[config.mk]
export PLATFORM = sky130hd
export DESIGN_NAME = pc_fetch_unit_flat
export DESIGN_NICKNAME = d
export VERILOG_FILES = /design/src/rtl/fetch_pkg.sv /design/src/rtl/pc_fetch_unit_if.sv /design/src/rtl/fetch_fifo.sv /design/src/rtl/pc_fetch_unit.sv /design/src/flat_wrapper.sv
export SDC_FILE = /design/constraint.sdc
export NUM_CORES = 1
export LEC_CHECK = 0
export ABC_AREA = 1
export CORE_ASPECT_RATIO = 1.2
export CORE_MARGIN = 2
export CORE_UTILIZATION = 48
export CTS_CLUSTER_DIAMETER = 50
export DETAILED_ROUTE_END_ITERATION = 6
export GPL_ROUTABILITY_DRIVEN = 0
export GPL_TIMING_DRIVEN = 0
export PLACE_DENSITY = 0.72
export SLEW_MARGIN = 10
export SYNTH_ARGS = -nofsm -noshare
export SYNTH_HDL_FRONTEND = slang
export SYNTH_SLANG_ARGS = --single-unit
[constraint.sdc]
create_clock -name clk -period 2.75 [get_ports clk]
set_clock_uncertainty 0.2 [all_clocks]
set_input_delay 0.55 -clock clk [delete_from_list [all_inputs] [get_ports clk]]
set_output_delay 0.55 -clock clk [all_outputs]
set_load 0.01 [all_outputs]
[src/rtl/fetch_pkg.sv]
// Shared types for the fetch stage: FSM state encoding and the queued
// {address, instruction} entry.
package fetch_pkg;

  localparam int FETCH_ADDR_W  = 8;
  localparam int FETCH_INSTR_W = 24;

  typedef enum logic [1:0] {
    IDLE   = 2'd0,
    RUN    = 2'd1,
    HALTED = 2'd2
  } fetch_state_t;

  typedef struct packed {
    logic [FETCH_ADDR_W-1:0]  addr;
    logic [FETCH_INSTR_W-1:0] instr;
  } fetch_entry_t;

endpackage

[src/rtl/pc_fetch_unit_if.sv]
// Fetch-to-decode handshake: head-of-queue instruction with its address,
// qualified by instr_valid and accepted by instr_ready.
interface pc_fetch_unit_if #(
  parameter int ADDR_W  = 8,
  parameter int INSTR_W = 24
);
  logic [INSTR_W-1:0] instr_out;
  logic [ADDR_W-1:0]  pc_out;
  logic               instr_valid;
  logic               instr_ready;

  modport master (
    output instr_out,
    output pc_out,
    output instr_valid,
    input  instr_ready
  );

  modport slave (
    input  instr_out,
    input  pc_out,
    input  instr_valid,
    output instr_ready
  );
endinterface

[src/rtl/fetch_fifo.sv]
// Small FIFO of fetch entries with flush. The head is registered so it holds
// its last value while the queue is empty.
module fetch_fifo
  import fetch_pkg::*;
#(
  parameter int DEPTH = 2
) (
  input  logic         clk,
  input  logic         reset,
  input  logic         push_i,
  input  logic         pop_i,
  input  logic         flush_i,
  input  fetch_entry_t wdata_i,
  output fetch_entry_t rdata_o,
  output logic         full_o,
  output logic         empty_o
);

  localparam int PTR_W = (DEPTH > 1) ? $clog2(DEPTH) : 1;
  localparam int CNT_W = $clog2(DEPTH + 1);

  fetch_entry_t     mem_q [DEPTH];
  fetch_entry_t     mem_d [DEPTH];
  logic [PTR_W-1:0] wr_ptr_q, wr_ptr_d;
  logic [PTR_W-1:0] rd_ptr_q, rd_ptr_d;
  logic [CNT_W-1:0] count_q, count_d;
  fetch_entry_t     head_q, head_d;
  logic             do_push, do_pop;

  always_comb begin
    mem_d    = mem_q;
    wr_ptr_d = wr_ptr_q;
    rd_ptr_d = rd_ptr_q;
    count_d  = count_q;
    head_d   = head_q;
    do_pop   = pop_i && (count_q != '0);
    do_push  = push_i && ((count_q != CNT_W'(DEPTH)) || do_pop);

    if (flush_i) begin
      wr_ptr_d = '0;
      rd_ptr_d = '0;
      count_d  = '0;
    end else begin
      if (do_push) begin
        mem_d[wr_ptr_q] = wdata_i;
        wr_ptr_d        = wr_ptr_q + 1'b1;
      end
      if (do_pop) begin
        rd_ptr_d = rd_ptr_q + 1'b1;
      end
      count_d = count_q + CNT_W'(do_push) - CNT_W'(do_pop);
    end

    // The new head is the entry being written only when it lands in an empty queue.
    if (count_d != '0) begin
      if (do_push && !flush_i && (rd_ptr_d == wr_ptr_q)) begin
        head_d = wdata_i;
      end else begin
        head_d = mem_q[rd_ptr_d];
      end
    end
  end

  always_ff @(posedge clk) begin
    if (reset) begin
      mem_q    <= '{default: '0};
      wr_ptr_q <= '0;
      rd_ptr_q <= '0;
      count_q  <= '0;
      head_q   <= '0;
    end else begin
      mem_q    <= mem_d;
      wr_ptr_q <= wr_ptr_d;
      rd_ptr_q <= rd_ptr_d;
      count_q  <= count_d;
      head_q   <= head_d;
    end
  end

  assign rdata_o = head_q;
  assign full_o  = (count_q == CNT_W'(DEPTH));
  assign empty_o = (count_q == '0);

endmodule

[src/rtl/pc_fetch_unit.sv]
// Fetch stage: owns the pc, reads instruction memory combinationally, queues
// {pc, Instr} for decode, and gates fetching with an IDLE/RUN/HALTED FSM.
module pc_fetch_unit
  import fetch_pkg::*;
#(
  parameter int                ADDR_W   = FETCH_ADDR_W,
  parameter int                INSTR_W  = FETCH_INSTR_W,
  parameter int                DEPTH    = 2,
  parameter logic [ADDR_W-1:0] RESET_PC = '0,
  parameter bit                WRAP_EN  = 1'b1
) (
  input  logic               clk,
  input  logic               reset,
  input  logic               start,
  input  logic               halt,
  output logic [ADDR_W-1:0]  pc,
  input  logic [INSTR_W-1:0] Instr,
  input  logic               redirect,
  input  logic [ADDR_W-1:0]  redirect_target,
  output logic [1:0]         state,
  output logic [15:0]        fetch_count,
  pc_fetch_unit_if.master    dec_if
);

  fetch_state_t      state_q, state_d;
  logic [ADDR_W-1:0] pc_q, pc_d;
  logic [15:0]       fcnt_q, fcnt_d;
  logic              push, pop, last_pc;
  logic              fifo_full, fifo_empty;
  fetch_entry_t      wentry, head;

  assign pop     = !fifo_empty && dec_if.instr_ready;
  assign push    = (state_q == RUN) && !redirect && (!fifo_full || pop);
  assign last_pc = !WRAP_EN && (pc_q == '1);

  always_comb begin
    wentry       = '0;
    wentry.addr  = pc_q;
    wentry.instr = Instr;
  end

  always_comb begin
    state_d = state_q;
    pc_d    = pc_q;
    fcnt_d  = fcnt_q;

    if (redirect) begin
      pc_d = redirect_target;
    end else if (push && !last_pc) begin
      pc_d = pc_q + 1'b1;
    end

    if (push) begin
      fcnt_d = fcnt_q + 16'd1;
    end

    case (state_q)
      IDLE, HALTED: if (start) state_d = RUN;
      RUN:          if (push && last_pc) state_d = HALTED;
      default:      state_d = IDLE;
    endcase

    // halt overrides start and applies alongside a redirect.
    if (halt) begin
      state_d = HALTED;
    end
  end

  always_ff @(posedge clk) begin
    if (reset) begin
      state_q <= IDLE;
      pc_q    <= RESET_PC;
      fcnt_q  <= '0;
    end else begin
      state_q <= state_d;
      pc_q    <= pc_d;
      fcnt_q  <= fcnt_d;
    end
  end

  fetch_fifo #(
    .DEPTH(DEPTH)
  ) u_fifo (
    .clk     (clk),
    .reset   (reset),
    .push_i  (push),
    .pop_i   (pop),
    .flush_i (redirect),
    .wdata_i (wentry),
    .rdata_o (head),
    .full_o  (fifo_full),
    .empty_o (fifo_empty)
  );

  assign pc                 = pc_q;
  assign state              = state_q;
  assign fetch_count        = fcnt_q;
  assign dec_if.instr_out   = head.instr;
  assign dec_if.pc_out      = head.addr;
  assign dec_if.instr_valid = !fifo_empty;

endmodule

[src/flat_wrapper.sv]
// flat-port wrapper written by rule: the top's interface ports become plain ports
module pc_fetch_unit_flat import fetch_pkg::*;
#(
  parameter int                ADDR_W   = FETCH_ADDR_W,
  parameter int                INSTR_W  = FETCH_INSTR_W,
  parameter int                DEPTH    = 2,
  parameter logic [ADDR_W-1:0] RESET_PC = '0,
  parameter bit                WRAP_EN  = 1'b1
)
  (clk, reset, start, halt, pc, Instr, redirect, redirect_target, state, fetch_count, dec_if_instr_out, dec_if_pc_out, dec_if_instr_valid, dec_if_instr_ready);
  pc_fetch_unit_if #(.ADDR_W(ADDR_W), .INSTR_W(INSTR_W)) dec_if_i ();
  input  logic clk;
  input  logic reset;
  input  logic start;
  input  logic halt;
  output logic [ADDR_W-1:0] pc;
  input  logic [INSTR_W-1:0] Instr;
  input  logic redirect;
  input  logic [ADDR_W-1:0] redirect_target;
  output logic [1:0] state;
  output logic [15:0] fetch_count;
  output wire logic [$bits(dec_if_i.instr_out)-1:0] dec_if_instr_out;
  output wire logic [$bits(dec_if_i.pc_out)-1:0] dec_if_pc_out;
  output wire logic [$bits(dec_if_i.instr_valid)-1:0] dec_if_instr_valid;
  input wire logic [$bits(dec_if_i.instr_ready)-1:0] dec_if_instr_ready;
  assign dec_if_instr_out = dec_if_i.instr_out;
  assign dec_if_pc_out = dec_if_i.pc_out;
  assign dec_if_instr_valid = dec_if_i.instr_valid;
  assign dec_if_i.instr_ready = dec_if_instr_ready;
  pc_fetch_unit #(.ADDR_W(ADDR_W), .INSTR_W(INSTR_W), .DEPTH(DEPTH), .RESET_PC(RESET_PC), .WRAP_EN(WRAP_EN)) u_core (.clk(clk), .reset(reset), .start(start), .halt(halt), .pc(pc), .Instr(Instr), .redirect(redirect), .redirect_target(redirect_target), .state(state), .fetch_count(fetch_count), .dec_if(dec_if_i));
endmodule
# After elaboration in Yosys (flattened, before gate mapping)
# Cells that the tools add are included.
[totals]
reg_bits = 126
input_bits = 38
output_inout_bits = 59
[classes]
n_addsub = 6
n_lt_le_gt_ge = 3
n_eq_ne = 8
muxes = 15
n_bitwise = 4
n_reduce_logical = 24
[ops]
columns = ["op", "n"]
rows = [
  ["32-bit two-way mux", 5],
  ["64-bit bitwise mux", 1],
  ["32-bit demux with 1-bit select", 1],
  ["16-bit by 1-bit adder with 16-bit output, second input constant", 1],
  ["8-bit two-way mux", 2],
  ["8-bit by 1-bit adder with 8-bit output, second input constant", 1],
  ["1-bit logical AND", 8],
  ["2-bit two-way mux", 3],
  ["2-bit != test, second input constant", 3],
  ["2-bit AND reduction", 3],
  ["2-bit nonzero test", 3],
  ["2-bit OR reduction", 3],
  ["2-bit equality test, second input constant", 2],
  ["2-bit >= comparator, second input constant", 2],
  ["2-bit zero test", 2],
  ["1-bit inverter with 2-bit output", 2],
  ["2-bit one-hot mux with 2 select lines", 1],
  ["1-bit zero test", 3],
  ["3-bit != test, second input constant", 1],
  ["1-bit adder, second input constant", 2],
  ["2-bit by 1-bit adder with 2-bit output", 1],
  ["2-bit by 1-bit equality test with 1-bit output, second input constant", 1],
  ["1-bit logical OR", 2],
  ["2-bit by 1-bit less-than comparator with 1-bit output, second input constant", 1],
  ["4 further kinds", 6],
]

# Longest topological paths before layout
[depth]
depth_word = 11
mapped_depth = 15

# Hierarchy
# A second synthesis with hierarchy kept.
[hier_totals]
hier_cells = 893
hier_area_um2 = 6027.0
[modules_own_cells]
columns = ["module", "instances", "cells_per_inst", "area_per_inst_um2"]
rows = [
  ["fetch_fifo", 1, 671, 4590.7],
  ["pc_fetch_unit", 1, 222, 1436.4],
]

# Worst setup path after synthesis
# OpenSTA, ideal clock, no wires.
[synth_path]
kind = "input -> register"
from = "input redirect"
to = "register u_core.u_fifo.head_q (netlist bit u_core.u_fifo.rdata_o[13])"
arrival_ns = 2.437
required_ns = 2.480
slack_ns = 0.043
stages = 14
path_buffers = 3
path_cell_list = "buf_2 > nor2_1 > nand2_2 > buf_2 > ha_1 > inv_1 > ha_1 > or2_1 > nand3_1 > nand2_2 > inv_1 > buf_2 > nand2_1 > a21oi_1"
[synth_via]
elab_chain_len = 8
[synth_rtl]
columns = ["item", "line", "rtl"]
rows = [
  ["start, declared", "flat_wrapper.sv:18", "input logic redirect;"],
  ["1-bit zero test", "fetch_fifo.sv:56, pc_fetch_unit.sv:33", ""],
  ["1-bit logical AND (2 in a row)", "pc_fetch_unit.sv:33", "assign push = (state_q == RUN) && !redirect && (!fifo_full || pop);"],
  ["1-bit logical AND", "fetch_fifo.sv:37", "do_push = push_i && ((count_q != CNT_W'(DEPTH)) || do_pop);"],
  ["2-bit by 1-bit adder with 2-bit output", "fetch_fifo.sv:51", "count_d = count_q + CNT_W'(do_push) - CNT_W'(do_pop);"],
  ["2-bit by 1-bit subtractor with 2-bit output", "fetch_fifo.sv:51", ""],
  ["2-bit two-way mux", "fetch_fifo.sv:39", "if (flush_i) begin"],
  ["2-bit nonzero test", "fetch_fifo.sv:55", "if (count_d != '0) begin"],
  ["end signal, assigned", "fetch_fifo.sv:70", "head_q <= '0;"],
  ["end signal, assigned", "fetch_fifo.sv:76", "head_q <= head_d;"],
  ["end, declared", "fetch_fifo.sv:27", "fetch_entry_t head_q, head_d;"],
]
# Parallel ways exist; a longest one is shown, timed or not. The select of a mux whose other input is x is not followed.
# A chain may end at the register's enable or synchronous reset.

# Worst setup path after layout
[layout_path]
from = "register u_core.state_q[0], in the netlist u_core.state[0]"
to = "register u_core.u_fifo.head_q (netlist bit u_core.u_fifo.rdata_o[5])"
[layout_via]
elab_chain_len = 8
[layout_rtl]
columns = ["item", "line", "rtl"]
rows = [
  ["start, declared", "pc_fetch_unit.sv:25", "fetch_state_t state_q, state_d;"],
  ["start signal, assigned", "pc_fetch_unit.sv:75", "state_q <= state_d;"],
  ["2-bit by 1-bit equality test with 1-bit output (*)", "pc_fetch_unit.sv:33", ""],
  ["1-bit logical AND (*) (2 in a row)", "pc_fetch_unit.sv:33", ""],
  ["1-bit logical AND (*)", "fetch_fifo.sv:37", ""],
  ["2-bit by 1-bit adder with 2-bit output", "fetch_fifo.sv:51", ""],
  ["2-bit by 1-bit subtractor with 2-bit output", "fetch_fifo.sv:51", ""],
  ["2-bit two-way mux", "fetch_fifo.sv:39", ""],
  ["2-bit nonzero test", "fetch_fifo.sv:55", ""],
]
# Every way passes the cells marked *; elsewhere a longest branch is shown, timed or not.

==> metrics.cfg <==
[outcome]
outcome=finished, final reports clean

[floorplanning]
die_y_microns=124
dieArea_sq_mm=0.0128
die_x_microns=104
initial_core_util_pct=49.2
core_area_sq_mm=0.0116
rows=43
top_level_ports=97

[cells_and_area]
final_nets=956
post-route-util_pct=64.3
nFillCells=1078
instances_no_fill=1083
num_antenna_cells=0
syn2layout_area_growth_pct=30.5
drive_gt1_share_pct=10.0

[power]
p_per_area_mw_per_mm2=579
leakage_nw=3.06
vdd_drop_max_v=0.000390

[detailed_routing]
drt_iter0_markers=385
drt-total-wl_microns=17000
highest_layer=met4
drt-wirelength-per-cell_microns=15.7
vias_per_cell=5.37
drc=0
drt.antenna.violating_nets=0
dr_total_vias=5812
wl_met3_microns=1150
wl_met2_microns=8570
met1_length_microns=6990
drt-pass1-iter-count=7

[job]
max_cap_violations=0

[grt]
track_usage_pct=26.7
grt_overflow=0
grt_pass1_wl_microns=27200
grt_max_degree=17
first_global_vias=5728
antenna_found_initial=0

[critical_path]
critPathCaptureType=flop
worst-setup-path-type=reg -> reg
path_max_fanout=10
crit_path_start_kind=flop
cp_data_required_time_ps=2850
critPathMaxStageDelay_ps=370
arrival_ps=2580
cp_cell_sequence=nand2_1 > nor2_2 > nand2_4 > ha_1 > inv_1 > ha_1 > or2_1 > nand3_2 > nand2_4 > clkbuf_4 > o21ai_0 > nor2_1
crit_slowest_cell=dfxtp_1

[clock_network]
cts-htree-levels=4
path_clk_slew_ps=60
cts_tree=done
clockBufferDepth=2
clkLatencyLatePin_ps=410
root_buffer=clkbuf_16
cts.sinks=126
numCtsBuffers=17

[logic_synthesis]
syn-instance-count=799
synth.distinct_cells=37
synth_area_per_cell_sq_um=7.16
syn_area_sq_mm=0.00572
yosys_warnings=0
ys_async_sr_fraction_pct=0
synth_seq_area_share_pct=44.1
postSynthNetCount=841
ys_seq_elements=126
synth_edf_count=0
synthFlopType=dfxtp_1

[sta]
relSlewSlack_pct=55.3
hold_viol=0
worst_pin_slew_ps=671
timing.final.crit_share_pct=90.2
rsz0062_at_grt=no
fin_crit_ps=2480
setup_viol_count_final=0
max_freq_ghz=0.403
slew_violations=0

[placement]
placed_cells=1050
hpwlAfterDp_microns=12000
io_buffers=94

[worst_hold_path]
hp-class=reg -> reg

-- cells in the mapped netlist, types with 4 or more instances --
library cell  instances  area, sq um
nor2_2               10         62.6
nand4_1              15         93.8
o21ai_1              37          185
ha_1                  4         50.1
nand3_1              53          265
a31oi_1               4         25.0
buf_2                18         90.1
inv_1                87          327
inv_2                 6         22.5
nor3_1               11         55.1
nand2_2               4         25.0
o21ai_0              77          385
dfxtp_1             126         2520
nor2_1               70          263
a21oi_1              90          450
nand2_1             124          465
clkbuf_1             27          101
xor2_1                5         43.8
-- state kept, by name (all words and copies together), names as in the netlist --
signal,flops
u_core.u_fifo.mem_q,64
u_core.u_fifo.rdata_o,32
u_core.fetch_count,16
u_core.pc,8
u_core.state,2
u_core.u_fifo.count_q,2
u_core.u_fifo.rd_ptr_q,1
u_core.u_fifo.wr_ptr_q,1
-- worst paths after layout --
path | startpoint | end | slack, ps | depth (start not counted)
max | u_core.state[0] | u_core.u_fifo.rdata_o[5] | 270 | 12
min | u_core.u_fifo.mem_q[34] | u_core.u_fifo.mem_q[34] | 260 | 2
max reg2reg | u_core.state[0] | u_core.u_fifo.rdata_o[5] | 270 | 12
min reg2reg | u_core.u_fifo.mem_q[34] | u_core.u_fifo.mem_q[34] | 260 | 2
-- placed cells by master, fill, tap and decap left out, types with 4 or more instances in the layout --
master / n
dfxtp_1: 126
nand4_1: 15
buf_2: 16
o21ai_1: 38
buf_4: 6
inv_2: 6
nor3_1: 11
a31oi_1: 4
clkbuf_1: 24
ha_1: 4
nor2_2: 11
clkbuf_4: 5
clkdlybuf4s50_1: 93
o21ai_0: 76
xor2_1: 5
nand2_4: 5
a21oi_1: 90
clkinv_2: 5
clkinvlp_4: 4
nor2_1: 69
nand3_1: 52
inv_1: 86
clkbuf_16: 17
nand2_1: 123
-- what timing repair did --
item | 4_1_cts | 5_1_grt
resized for setup | 19 | 2
hold buffers | 0 | 0
pin swaps | 0 | 1
endpoints found under the setup margin | 32 | 32
buffers inserted | 0 | 3
-- report_power, final --
part / internal (mW) / switching (mW)
Combinational: 0.156 / 0.202
Clock: 1.28 / 0.803
Sequential: 1.86 / 0.0269
-- cells by family (layout without fill, tap and decap cells) --
group                      Yosys count  after routing  share of synthesized area, %
and+or+nand+nor                    301            301                          24.1
xor gates and xnor gates             5              5                         0.765
adders and majority gates            4              4                         0.875
buffers and inverters              147            274                          10.8
AOI/OAI and AO/OA                  216            216                          19.4
DFF                                126            126                          44.1
-- worst max-delay path, delay by kind of cell (launching register included) --
family	cells	cell delay [ps]
simple gates	7	900
fa+ha+maj	2	470
flops	1	370
buf+inv	2	260
compound gates	1	170
-- routing by layer --
layer	track usage, %	up-vias
li1	-	2855
met1	31.4	2685
met2	47.6	241
met3	6.07	31
met4	11.1	0
met5	0	-
-- metrics by stage --
stage	power (mW)	setup TNS [ps]	worst slack, ps	hold slack, ps	cell area, sq um
floorplan	2.11	0	42.8	230	5720
global placement	2.27	-26820	-873	240	6860
detailed placement	2.28	-30680	-975	246	6860
CTS	4.34	0	44.9	255	7450
global route	4.48	0	128	276	7470
finish	4.33	0	270	257	7470
-- final cells by class --
class	instances	area, sq um	share of cell area, %
buffer	51	275	3.68
clock buffer	20	457	6.11
clock inverter	11	93.8	1.26
inverter	95	364	4.87
multi-input combinational	526	2600	34.8
sequential	126	2520	33.8
tap	157	196	2.63
timing repair buffer	97	962	12.9
(Power assumes the default switching activity.)
==> variant 1, RTL diff (same flow settings) <==
`WRAP_EN` is set to 1'b1 in 2 places; all go to 1'b0.
--- a/src/rtl/pc_fetch_unit.sv
+++ b/src/rtl/pc_fetch_unit.sv
@@ -8,5 +8,5 @@
   parameter int                DEPTH    = 2,
   parameter logic [ADDR_W-1:0] RESET_PC = '0,
-  parameter bit                WRAP_EN  = 1'b1
+  parameter bit                WRAP_EN  = 1'b0
 ) (
   input  logic               clk,
--- a/src/flat_wrapper.sv
+++ b/src/flat_wrapper.sv
@@ -6,5 +6,5 @@
   parameter int                DEPTH    = 2,
   parameter logic [ADDR_W-1:0] RESET_PC = '0,
-  parameter bit                WRAP_EN  = 1'b1
+  parameter bit                WRAP_EN  = 1'b0
 )
   (clk, reset, start, halt, pc, Instr, redirect, redirect_target, state, fetch_count, dec_if_instr_out, dec_if_pc_out, dec_if_instr_valid, dec_if_instr_ready);
Function: changed (Yosys sat finds a counterexample within 4 cycles, from zero or initial values and one cycle with reset high).
==> variant 1 against the unedited design <==
Global-route usage fell by 1.5 points. Synthesized area grew 4.2%. Synthesized cell count increased by 7.3%. Worst setup slack worse by 70 ps. Critical endpoint is now u_core.u_fifo.rdata_o[24]$_SDFFE_PP0P_. Cell count rose by 5.7%. Sequential cell count did not move. Cell area is 4.2% higher. Wire length is 2.5% lower. Power grew 9.9%.
==> variant 1: results (changes against the unedited design) <==
[status]
status = completed

[route]
viasPerCell = 5.27  ; -1.8%
wl_met2_um = 7880  ; -8.1%
wl_met1_um = 7350  ; +5.2%
first_pass_iters = 5  ; -2
drt-initial-drc-count = 423  ; +9.9%
wl_per_cell_um = 14.5  ; -7.7%
dr_wl_met3_um = 1090  ; -5.5%
top_layer = met4

[placement]
dp_hpwl_um = 11200  ; -6.5%
io_buffers = 95  ; +1.1%
place_ws_ps = -650  ; +325 ps
placed_area_mm2 = 0.00711  ; +3.7%

[clock_network]
cts_setup_buffers = 0  ; unchanged
h-tree-depth = 4  ; unchanged
cts_resized = 9  ; -10
clk_pin_slew_ps = 60  ; about the same
clockRootBuffer = clkbuf_16

[global_routing]
antenna_found_initial = 0  ; unchanged
grt_pass1_wl_um = 27200  ; about the same
grt_pass1_vias = 5529  ; -3.5%
grt_usage_pct = 25.2  ; -1.5 points

[critical_path]
critPathArrivalTime_ps = 2650  ; +70 ps
crit_fanout = 10  ; unchanged

[yosys]
yosysTopAreaCell = dfxtp_1
avgSynthCellArea_um2 = 6.96  ; -2.9%
synth_common_cells = 130 x nand2_1, 126 x dfxtp_1, 114 x a21oi_1
yosys.area_share.xor_xnor_pct = 1.18  ; +0.41 points
synth_cell_type_count = 33  ; -11%
ys_seq_area_share_pct = 42.3  ; -1.8 points
synth_compound_area_share_pct = 19.3  ; -0.063 points
ys_top_cells_by_area = dfxtp_1 42%, a21oi_1 9.6%, o21ai_0 8.9%
async_flop_share_pct = 0  ; unchanged
synth_nets = 899  ; +6.9%
synth_adder_area_share_pct = 0.839  ; -0.035 points

[cells_and_area]
fin_cells = 1145  ; +5.7%
fillers = 1153  ; +7.0%
largest-register = u_core.u_fifo.mem_q
fin_nets = 1013  ; +6.0%
drive_gt1_share_pct = 8.54  ; -1.5 points
regArea_mm2 = 0.00252  ; unchanged

[sta]
max_slew_margin_pct = 60.9  ; +5.6 points

[pwr]
p_leak_nw = 3.06  ; -0.19%
vdd_drop_max_mv = 0.357  ; -8.5%

## variant 1: changes by cell type after synthesis, moves of 9 or more
| cell | change |
|---|---|
| o21ai_1 | -35 |
| o21ai_0 | +29 |
| nor2_1 | +28 |
| a21oi_1 | +24 |
| nand4_1 | +19 |
| nor2_2 | -9 |
## variant 1: power breakdown
group	leakage (nW)	switching (mW)	internal, mW	total, mW
clock	0.307	0.811	1.63	2.44
combinational	1.73	0.224	0.182	0.406
sequential	1.02	0.0362	1.88	1.91
## variant 1: per-stage QoR
| stage | total power [mW] | TNS, ps |
|---|---|---|
| after floorplan | 2.15 | 0 |
| after global placement | 2.34 | -19280 |
| after detailed placement | 2.35 | -20100 |
| after CTS | 4.76 | 0 |
| after global routing | 4.90 | 0 |
| final | 4.76 | 0 |
## variant 1: cell type report
type / count / area share (%)
buffer: 61 / 3.94
clock buffer: 21 / 5.79
clock inverter: 11 / 2.43
inverter: 95 / 4.58
multi-input combinational: 575 / 36.1
sequential: 126 / 32.4
tap: 161 / 2.59
timing repair buffer: 95 / 12.2
## variant 1: worst max-delay path, stage by stage (launching register included)
cell	delay, ps
dfxtp_1	330
inv_1	80
nor2_2	130
nand3_2	120
buf_4	190
ha_1	280
inv_1	40
ha_1	170
or2_1	240
nand3_2	100
nand2_4	110
clkbuf_4	210
o21ai_0	160
nor2_1	70
## variant 1: cell families after synthesis
kind of cell    Yosys count
simple gates            337
compound gates          226
buf+inv                 156
flops                   126
xor+xnor                  8
fa+ha+maj                 4
## variant 1: layer usage
layer / track usage (%) / vias to the layer above
met5: 0 / -
met4: 8.90 / 0
met3: 5.54 / 30
met2: 41.2 / 189
met1: 32.8 / 2768
li1: - / 3045
## variant 1: worst paths after layout
path	startpoint	end	slack [ps]	cells after the start
min reg2reg	u_core.u_fifo.mem_q[44]$_SDFFE_PP0P_	u_core.u_fifo.mem_q[44]$_SDFFE_PP0P_	250	2
max	u_core.state[0]$_SDFFE_PP0P_	u_core.u_fifo.rdata_o[24]$_SDFFE_PP0P_	200	13
min	u_core.u_fifo.mem_q[44]$_SDFFE_PP0P_	u_core.u_fifo.mem_q[44]$_SDFFE_PP0P_	250	2
max reg2reg	u_core.state[0]$_SDFFE_PP0P_	u_core.u_fifo.rdata_o[24]$_SDFFE_PP0P_	200	13
==> variant 2, RTL diff (same settings) <==
Without the edit above. Make the reset (`reset`) asynchronous in 2 clocked blocks.
--- a/src/rtl/fetch_fifo.sv
+++ b/src/rtl/fetch_fifo.sv
@@ -62,5 +62,5 @@
   end
 
-  always_ff @(posedge clk) begin
+  always_ff @(posedge clk or posedge reset) begin
     if (reset) begin
       mem_q    <= '{default: '0};
--- a/src/rtl/pc_fetch_unit.sv
+++ b/src/rtl/pc_fetch_unit.sv
@@ -67,5 +67,5 @@
   end
 
-  always_ff @(posedge clk) begin
+  always_ff @(posedge clk or posedge reset) begin
     if (reset) begin
       state_q <= IDLE;
Function: differs if reset is asserted again (counterexample within 4 cycles, from zero or initial values and one cycle with reset high); with reset held inactive, the same outputs for 4 cycles.
==> variant 2 against the unedited design <==
Cell area rose by 6.5%. Worst setup slack worse by 95 ps. Synthesized area up 5.0%. Wire length decreased by 9.2%. First-iteration DRC count fell by 12%. Sequential cell count is the same. Critical endpoint is now u_core.u_fifo.rdata_o[11]$_DFFE_PP0P_. Core utilization is 1.1 points higher. Hold slack improved by 19 ps.
Power is not compared: it rests on default switching activity, and its combinational part moved more than twofold at a synthesized area within 25%.
==> variant 2: results (changes against the unedited design) <==
[cells_and_area]
num-nonclk-buffers = 138  ; -6.8%
clock_buffers = 22  ; +10%
seq_cell_count = 126  ; unchanged
nonClockInverterCount = 87  ; -8.4%
multi_input_area_mm2 = 0.00228  ; -12%
drive_gt1_share_pct = 10.3  ; +0.25 points
clkCellAreaFrac_pct = 8.27  ; +0.90 points
fillers = 1061  ; -1.6%
fin_cells = 1026  ; -5.3%
multi_input_gates = 482  ; -8.4%

[status]
status = completed

[placement]
dp_hpwl_um = 10600  ; -11%
io_buffers = 96  ; +2.1%
place_inst = 993  ; -5.4%

[global_routing]
use_met3_pct = 5.34  ; -0.73 points
grt_pass1_vias = 5522  ; -3.6%
grt_pass1_wl_um = 26000  ; -4.4%
grt_use_met1_pct = 29.8  ; -1.6 points
grt_use_met2_pct = 42.2  ; -5.4 points
grt_max_degree = 36  ; +19

[yosys]
synth_common_cells = 232 x nand2_1, 126 x dfrtp_1, 83 x inv_1
synthFlopType = dfrtp_1
synth_cell_type_count = 32  ; -14%
synth_nets = 775  ; -7.8%
ys_top_cells_by_area = dfrtp_1 52%, nand2_1 14%, nand3_1 6.5%
async_flop_share_pct = 100  ; +100 points

[route]
wl_met1_um = 6300  ; -9.8%
dr_wl_met3_um = 821  ; -29%
drt-initial-drc-count = 338  ; -12%
wl_met2_um = 8000  ; -6.6%
vias = 5354  ; -7.9%

[sta]
fmax_ghz = 0.388  ; -3.7%
holdWs_ps = 275  ; +18.6 ps

[clock_network]
cts_setup_buffers = 1  ; +1
cts_resized = 16  ; -3

[critical_path]
reg2reg_depth = 16  ; +4
max_stage_delay_ps = 400  ; +30 ps
critPathArrivalTime_ps = 2670  ; +90 ps
slowest_stage = dfrtp_1

[worst_hold_path]
worstHoldStart = u_core.u_fifo.rdata_o[15]$_DFFE_PP0P_

-- variant 2: cell families after synthesis --
group | Yosys count | share of synthesized area (%)
and+or+nand+nor | 348 | 24.9
AOI/OAI and AO/OA | 115 | 9.85
buffers and inverters | 125 | 9.76
adders and majority gates | 4 | 0.833
xor gates and xnor gates | 15 | 2.19
DFF | 126 | 52.5
-- variant 2: tightest hold or removal path, cell delays in order (launching register included) --
cell and delay [ps]:
dfrtp_1 340, nand2_1 50, nand2_1 50
-- variant 2: stage by stage --
step	util, %	power, mW
4_1_cts	65.3	8.09
6_report	65.4	8.06
5_1_grt	65.4	8.59
2_1_floorplan	-	4.37
3_5_place_dp	59.5	5.45
3_3_place_gp	59.0	5.33
-- variant 2: power by group through the flow --
stage               logic [mW]  registers (mW)  clock network, mW
floorplan                 1.65            2.72                  0
global placement          2.68            2.64                  0
detailed placement        2.77            2.67                  0
CTS                       2.93            2.65               2.51
global route              3.28            2.71               2.61
finish                    2.93            2.65               2.49
